===== config.mk =====
export PLATFORM = sky130hd
export DESIGN_NAME = pipe_ctrl
export DESIGN_NICKNAME = d
export VERILOG_FILES = /design/src/rtl/pipe_ctrl.sv
export SDC_FILE = /design/constraint.sdc
export NUM_CORES = 1
export LEC_CHECK = 0
export CAP_MARGIN = 0
export CORE_AREA = 2 2 108 110
export CTS_CLUSTER_DIAMETER = 80
export DETAILED_ROUTE_END_ITERATION = 10
export DIE_AREA = 0 0 110 112
export GPL_ROUTABILITY_DRIVEN = 0
export PLACE_DENSITY = 0.8
export SLEW_MARGIN = 10
export SYNTH_ARGS = -nofsm -noshare
export SYNTH_HDL_FRONTEND = slang
export SYNTH_SLANG_ARGS = --single-unit
export TNS_END_PERCENT = 10

===== constraint.sdc =====
create_clock -name clk -period 3.01 [get_ports clk]
set_clock_uncertainty 0.2 [all_clocks]
set_input_delay 0.301 -clock clk [delete_from_list [all_inputs] [get_ports clk]]
set_output_delay 0.301 -clock clk [all_outputs]
set_load 0.05 [all_outputs]

===== src/rtl/pipe_ctrl.sv =====
// ---------------------------------------------------------------------------
// pipe_ctrl
// Pipeline controller for the 5-stage core. Generates per-stage stall and
// flush controls, detects masked external interrupts, sequences exception
// entry / exception return off the MEM stage and owns the control registers.
// State updates happen on the falling edge of clk, in step with the pipeline
// registers.
//
// Ports
//   clk            system clock (state updates on negedge)
//   reset          asynchronous reset, active low
//   if_busy        instruction bus busy
//   mem_busy       data bus busy
//   ld_hazard      load-use hazard from decode
//   mem_pc         word PC of the instruction in MEM
//   mem_en         MEM instruction valid
//   mem_br_flag    MEM instruction sits in a branch delay slot
//   mem_ctrl_op    0 NOP, 1 WRCR, 2 EXRT
//   mem_dst_addr   control register index written by WRCR
//   mem_exp_code   exception code carried by the MEM instruction (0 = none)
//   mem_out        WRCR write data
//   irq            asynchronous level interrupt lines
//   creg_rd_addr   control register read index
//   creg_rd_data   combinational control register read data
//   *_stall        per-stage hold
//   *_flush        per-stage bubble insert
//   new_pc         redirect target (word address), valid while if_flush = 1
//   int_detect     interrupt request towards the EX register
//   exe_mode       0 = kernel, 1 = user
//
// Control register map (byte-aligned view on creg_rd_data)
//   0 STATUS      {exe_mode, int_en}
//   1 PRE_STATUS  {exe_mode, int_en}
//   2 INT_MASK    [7:0]
//   3 EXP_VECTOR  [31:2]
//   4 EPC         [31:2]
//   5 EXP_CODE    {dly, code[2:0]}
// ---------------------------------------------------------------------------
module pipe_ctrl (
  input  logic        clk,
  input  logic        reset,
  input  logic        if_busy,
  input  logic        mem_busy,
  input  logic        ld_hazard,
  input  logic [29:0] mem_pc,
  input  logic        mem_en,
  input  logic        mem_br_flag,
  input  logic [1:0]  mem_ctrl_op,
  input  logic [4:0]  mem_dst_addr,
  input  logic [2:0]  mem_exp_code,
  input  logic [31:0] mem_out,
  input  logic [7:0]  irq,
  input  logic [4:0]  creg_rd_addr,
  output logic [31:0] creg_rd_data,
  output logic        if_stall,
  output logic        id_stall,
  output logic        ex_stall,
  output logic        mem_stall,
  output logic        if_flush,
  output logic        id_flush,
  output logic        ex_flush,
  output logic        mem_flush,
  output logic [29:0] new_pc,
  output logic        int_detect,
  output logic        exe_mode
);

  localparam logic [1:0] CTRL_WRCR = 2'd1;
  localparam logic [1:0] CTRL_EXRT = 2'd2;
  localparam logic [2:0] NO_EXP    = 3'd0;

  localparam logic [4:0] CREG_STATUS     = 5'd0;
  localparam logic [4:0] CREG_PRE_STATUS = 5'd1;
  localparam logic [4:0] CREG_INT_MASK   = 5'd2;
  localparam logic [4:0] CREG_EXP_VECTOR = 5'd3;
  localparam logic [4:0] CREG_EPC        = 5'd4;
  localparam logic [4:0] CREG_EXP_CODE   = 5'd5;

  typedef enum logic {ST_RUN, ST_REDIRECT} state_t;

  state_t      state;
  logic        status_int_en;
  logic        status_exe_mode;
  logic        pre_int_en;
  logic        pre_exe_mode;
  logic [7:0]  int_mask;
  logic [29:0] exp_vector;
  logic [29:0] epc;
  logic [2:0]  exp_code;
  logic        exp_dly;
  logic [7:0]  irq_meta;
  logic [7:0]  irq_sync;

  logic stall;
  logic mem_act;
  logic exp_take;
  logic exrt_take;
  logic wrcr_take;
  logic flush_all;

  // A MEM event only acts when the pipe moves and we are not sitting in the
  // cycle right after a redirect (MEM then holds the squashed instruction).
  assign stall     = if_busy | mem_busy;
  assign mem_act   = mem_en & ~stall & (state == ST_RUN);
  assign exp_take  = mem_act & (mem_exp_code != NO_EXP);
  assign exrt_take = mem_act & (mem_exp_code == NO_EXP) & (mem_ctrl_op == CTRL_EXRT);
  assign wrcr_take = mem_act & (mem_exp_code == NO_EXP) & (mem_ctrl_op == CTRL_WRCR);
  assign flush_all = exp_take | exrt_take;

  assign if_stall  = stall | ld_hazard;
  assign id_stall  = stall;
  assign ex_stall  = stall;
  assign mem_stall = stall;

  // id_flush also turns a load-use hazard into a bubble heading for EX.
  assign if_flush  = flush_all;
  assign id_flush  = flush_all | (ld_hazard & ~stall);
  assign ex_flush  = flush_all;
  assign mem_flush = flush_all;

  assign new_pc = exp_take ? exp_vector : (exrt_take ? epc : 30'd0);

  assign int_detect = (state == ST_RUN) & status_int_en & (|(irq_sync & int_mask));
  assign exe_mode   = status_exe_mode;

  always_comb begin
    creg_rd_data = 32'd0;
    case (creg_rd_addr)
      CREG_STATUS:     creg_rd_data = {30'd0, status_exe_mode, status_int_en};
      CREG_PRE_STATUS: creg_rd_data = {30'd0, pre_exe_mode, pre_int_en};
      CREG_INT_MASK:   creg_rd_data = {24'd0, int_mask};
      CREG_EXP_VECTOR: creg_rd_data = {exp_vector, 2'b00};
      CREG_EPC:        creg_rd_data = {epc, 2'b00};
      CREG_EXP_CODE:   creg_rd_data = {28'd0, exp_dly, exp_code};
      default:         creg_rd_data = 32'd0;
    endcase
  end

  // Exception entry saves the delay-slot branch PC (mem_pc - 1) so that
  // return re-executes the branch; subtraction wraps in 30 bits.
  always_ff @(negedge clk or negedge reset) begin
    if (!reset) begin
      state           <= ST_RUN;
      status_int_en   <= 1'b0;
      status_exe_mode <= 1'b0;
      pre_int_en      <= 1'b0;
      pre_exe_mode    <= 1'b0;
      int_mask        <= 8'd0;
      exp_vector      <= 30'd0;
      epc             <= 30'd0;
      exp_code        <= 3'd0;
      exp_dly         <= 1'b0;
      irq_meta        <= 8'd0;
      irq_sync        <= 8'd0;
    end else begin
      irq_meta <= irq;
      irq_sync <= irq_meta;

      case (state)
        ST_RUN:      if (flush_all) state <= ST_REDIRECT;
        ST_REDIRECT: if (!stall)    state <= ST_RUN;
        default:                    state <= ST_RUN;
      endcase

      if (exp_take) begin
        exp_code        <= mem_exp_code;
        exp_dly         <= mem_br_flag;
        epc             <= mem_br_flag ? (mem_pc - 30'd1) : mem_pc;
        pre_int_en      <= status_int_en;
        pre_exe_mode    <= status_exe_mode;
        status_int_en   <= 1'b0;
        status_exe_mode <= 1'b0;
      end else if (exrt_take) begin
        status_int_en   <= pre_int_en;
        status_exe_mode <= pre_exe_mode;
      end else if (wrcr_take) begin
        case (mem_dst_addr)
          CREG_STATUS: begin
            status_int_en   <= mem_out[0];
            status_exe_mode <= mem_out[1];
          end
          CREG_PRE_STATUS: begin
            pre_int_en   <= mem_out[0];
            pre_exe_mode <= mem_out[1];
          end
          CREG_INT_MASK:   int_mask   <= mem_out[7:0];
          CREG_EXP_VECTOR: exp_vector <= mem_out[31:2];
          CREG_EPC:        epc        <= mem_out[31:2];
          CREG_EXP_CODE: begin
            exp_code <= mem_out[2:0];
            exp_dly  <= mem_out[3];
          end
          default: ;
        endcase
      end
    end
  end

endmodule

==> flow_metrics.env, run 1 <==
export IMPL_diodes=0
export IMPL_firstDrtPassIters=7
export IMPL_cts_hold_buf=0
export IMPL_synthesis_area_um2=5140
export IMPL_p_comb_share_pct=23.0
export IMPL_grt_pass1_wl_um=29900
export IMPL_synth_nets=583
export IMPL_endpoint_kind="primary output"
export IMPL_synth_most_common_cell="dfrtn_1"
export IMPL_ys_top_cells_by_count="dfrtn_1, a22o_1, nand2_1, mux2_1, nor2_1"
export IMPL_slowest_delay_ns=0.51
export IMPL_syn_to_final_growth_pct=82.9
export IMPL_slew_viol_final=0
export IMPL_totalWireLength_um=20600
export IMPL_fin_tns_setup_ns=-80.93
export IMPL_slowest_stage="or4b_4"
export IMPL_ys_warnings_count=0
export IMPL_path_clk_slew_ns=0.05
export IMPL_maxCapViolCount=0
export IMPL_internal_power_w=0.00246
export IMPL_required_ns=2.51
export IMPL_synth_top_family_by_area="compound AO/OA/AOI/OAI gates"
export IMPL_synth_flop_cell="dfrtn_1"
export IMPL_finalHoldViolations=0
export IMPL_synth_cell_type_count=59
export IMPL_synth_xor_xnor_area_share_pct=3.58
export IMPL_synthAdderAreaFrac_pct=0.243
export IMPL_failed_checks="negative setup slack"
export IMPL_switching_share_pct=29.8
export IMPL_crit_type="reg2out"
export IMPL_io_pins=164
export IMPL_antenna_left=0
export IMPL_regArea_um2=2330
export IMPL_p_clk_share_pct=31.9
export IMPL_synth_area_leaders="dfrtn_1, a22o_1, mux2_1"
export IMPL_status="finished, violations left"
export IMPL_p_switching_w=0.00105
export IMPL_row_count=39
export IMPL_clock_sinks=93
export IMPL_synth_top_area_share_pct=45.3
export IMPL_cts_buffer_depth=2
export IMPL_fp_dieW_um=110
export IMPL_synth_simple_gate_area_share_pct=14.7
export IMPL_synthCells=490
export IMPL_finalSetupViolCount=145
export IMPL_drt_iter0_drc=387
export IMPL_cts_made_buffers=9
export IMPL_worst_hold_slack_ns=0.0963
export IMPL_crit_fanout=7
export IMPL_grt_use_total_pct=31.4
export IMPL_cts_tree="done"
export IMPL_synth_async_reset_ratio_pct=100
export IMPL_start_util_pct=46.0
export IMPL_ctsRootBufferMaster="clkbuf_16"
export IMPL_htreeDepth=3
export IMPL_grt_start_max_net_pins=94
export IMPL_numPortBuffers=163
export IMPL_dpl_hpwl_um=13400
export IMPL_cpMostUsedCell="buf_6"
export IMPL_synth_edf_count=0
export IMPL_dieArea_um2=12300
export IMPL_fillers=534
export IMPL_drcViolationCount=0
export IMPL_drive_gt1_share_pct=40.4
export IMPL_grt_remaining_overflow=0
export IMPL_fin_nets=848
export IMPL_synth_seq_area_share_pct=45.3
export IMPL_critPathLaunchType="register"
export IMPL_fin_ws_ns=-1.29
export IMPL_p_leak_nw=4.28
export IMPL_rsz0062_at_grt="yes"
export IMPL_multiInputGateArea_um2=3070
export IMPL_ff2ff_path_depth=8
export IMPL_synth_compound_area_share_pct=21.3
export IMPL_arrival_ns=3.79
export IMPL_synth_top_area_cell="dfrtn_1"
export IMPL_max_vdd_ir_drop_v=0.000285
export IMPL_ys_ff_latch=93
export IMPL_place_area_um2=8700
export IMPL_die_y_um=112
export IMPL_wl_per_cell_um=22.8
export IMPL_grt_pass1_vias=5899
export IMPL_syn_avg_cell_area_um2=10.5
export IMPL_antenna_found_initial=0
export IMPL_clkLatencyLatePin_ns=0.34
export IMPL_post_place_ws_ns=-1.21
export IMPL_core_um2=11200
export IMPL_cellPowerDensity_nw_per_um2=373
export IMPL_crit_chain="or4b_4 -> buf_8 -> buf_6 -> nor2_4 -> buf_6 -> buf_6 -> or2_4 -> buf_12 -> buf_12"
export IMPL_utilization_pct=84.1
export IMPL_synthMuxAreaShare_pct=10.7
export IMPL_postLayoutCellArea_um2=9400
export IMPL_hold_path_depth=0
export IMPL_dr_total_vias=5543
export IMPL_seqPwrFrac_pct=45.1
export IMPL_vias_per_cell=6.14
export IMPL_relSlewSlack_pct=64.4
export IMPL_worst_pin_slew_ns=0.532
export IMPL_hp_class="reg2reg"
critical path: cells and delay by family, from the launching register on:
family | cells | cell delay [ns]
flops | 1 | 0.36
buf+inv | 6 | 0.79
simple gates | 3 | 0.78
cell type report:
cell class / instances / share of cell area (%)
repair buffers: 289 / 37.1
clock buffers: 14 / 2.91
flip-flops and latches: 93 / 24.8
inverters: 12 / 0.479
well taps: 143 / 1.90
multi-input cells: 350 / 32.7
clock inverters: 2 / 0.173
power by group through the flow:
stage          Combinational (W)  Clock, W  Sequential, W
2_1_floorplan           0.000312         0        0.00157
3_5_place_dp            0.000742         0        0.00159
5_1_grt                 0.000857   0.00118        0.00160
6_report                0.000806   0.00112        0.00158
4_1_cts                 0.000767   0.00111        0.00157
3_3_place_gp            0.000711         0        0.00157
final timing paths:
kind                                       startpoint                 endpoint  slack, ns
worst max-delay path                  state$_DFF_NN0_                mem_flush      -1.29
max in group asynchronous                       reset      epc[13]$_DFFE_NN0P_       1.00
worst min register to register  irq_meta[7]$_DFF_NN0_    irq_sync[7]$_DFF_NN0_        0.1
worst max register to register        state$_DFF_NN0_      epc[18]$_DFFE_NN0P_       0.79
worst min-delay path            irq_meta[7]$_DFF_NN0_    irq_sync[7]$_DFF_NN0_        0.1
min in group asynchronous                       reset  int_mask[1]$_DFFE_NN0P_       1.17
metrics by stage:
step	std cells	total power [W]
after global routing	903	0.00364
after CTS	897	0.00345
after floorplan	490	0.00188
after detailed placement	875	0.00233
after global placement	875	0.00228
final	903	0.00351
layout by cell type, fill, tap and decap left out, types with 4 or more instances in the layout:
cell type	instances
buf_4	95
dfrtn_1	93
buf_12	78
clkdlybuf4s50_1	76
nand2_1	42
mux2_1	32
a22o_4	30
a22o_1	25
nor2_1	22
xnor2_1	19
buf_6	18
o21ai_1	17
inv_1	12
clkbuf_16	11
mux2i_1	10
a22oi_1	10
a21oi_1	9
o211ai_1	9
nand3_1	9
mux2_2	8
clkbuf_2	8
nor3_1	7
a222oi_1	7
nor3_2	7
dlymetal6s2s_1	7
nor4_2	6
or3_1	5
o31ai_1	5
o21ai_2	4
a31oi_1	4
flip-flops by register name (all words and copies together), names as in the netlist:
signal	cells
epc	30
exe_mode	1
exp_code	3
exp_dly	1
exp_vector	30
int_mask	8
irq_meta	8
irq_sync	8
pre_exe_mode	1
pre_int_en	1
state	1
status_int_en	1
cell families after synthesis:
| family | after synthesis |
|---|---|
| compound gates | 142 |
| fa+ha+maj | 1 |
| mux | 50 |
| flops | 93 |
| simple gates | 136 |
| xor+xnor | 21 |
| buf+inv | 47 |
routing by layer:
layer	up-vias	GRT usage (%)	part of all wire, %
met4	0	15.5	4.0
met5	-	0	0
met1	2738	36.9	36
met2	330	54.3	53
li1	2395	-	-
met3	80	5.62	7.6
repair_timing:
item / CTS / global route
gates resized for setup: 48 / 56
cloned: 1 / 3
pin swaps: 30 / 31
endpoints found under the setup margin: 145 / 145
endpoints found under the hold margin: 0 / 0
setup buffers: 5 / 3
(Power assumes the default switching activity.)
==> run 2: changes to the inputs <==
--- a/config.mk
+++ b/config.mk
@@ -5,7 +5,6 @@
 export SDC_FILE = /design/constraint.sdc
 export NUM_CORES = 1
 export LEC_CHECK = 0
-export CAP_MARGIN = 0
 export CORE_AREA = 2 2 108 110
 export CTS_CLUSTER_DIAMETER = 80
 export DETAILED_ROUTE_END_ITERATION = 10
==> results of run 2 <==
No change in the layout: final DEF, timing and power equal those of run 1.
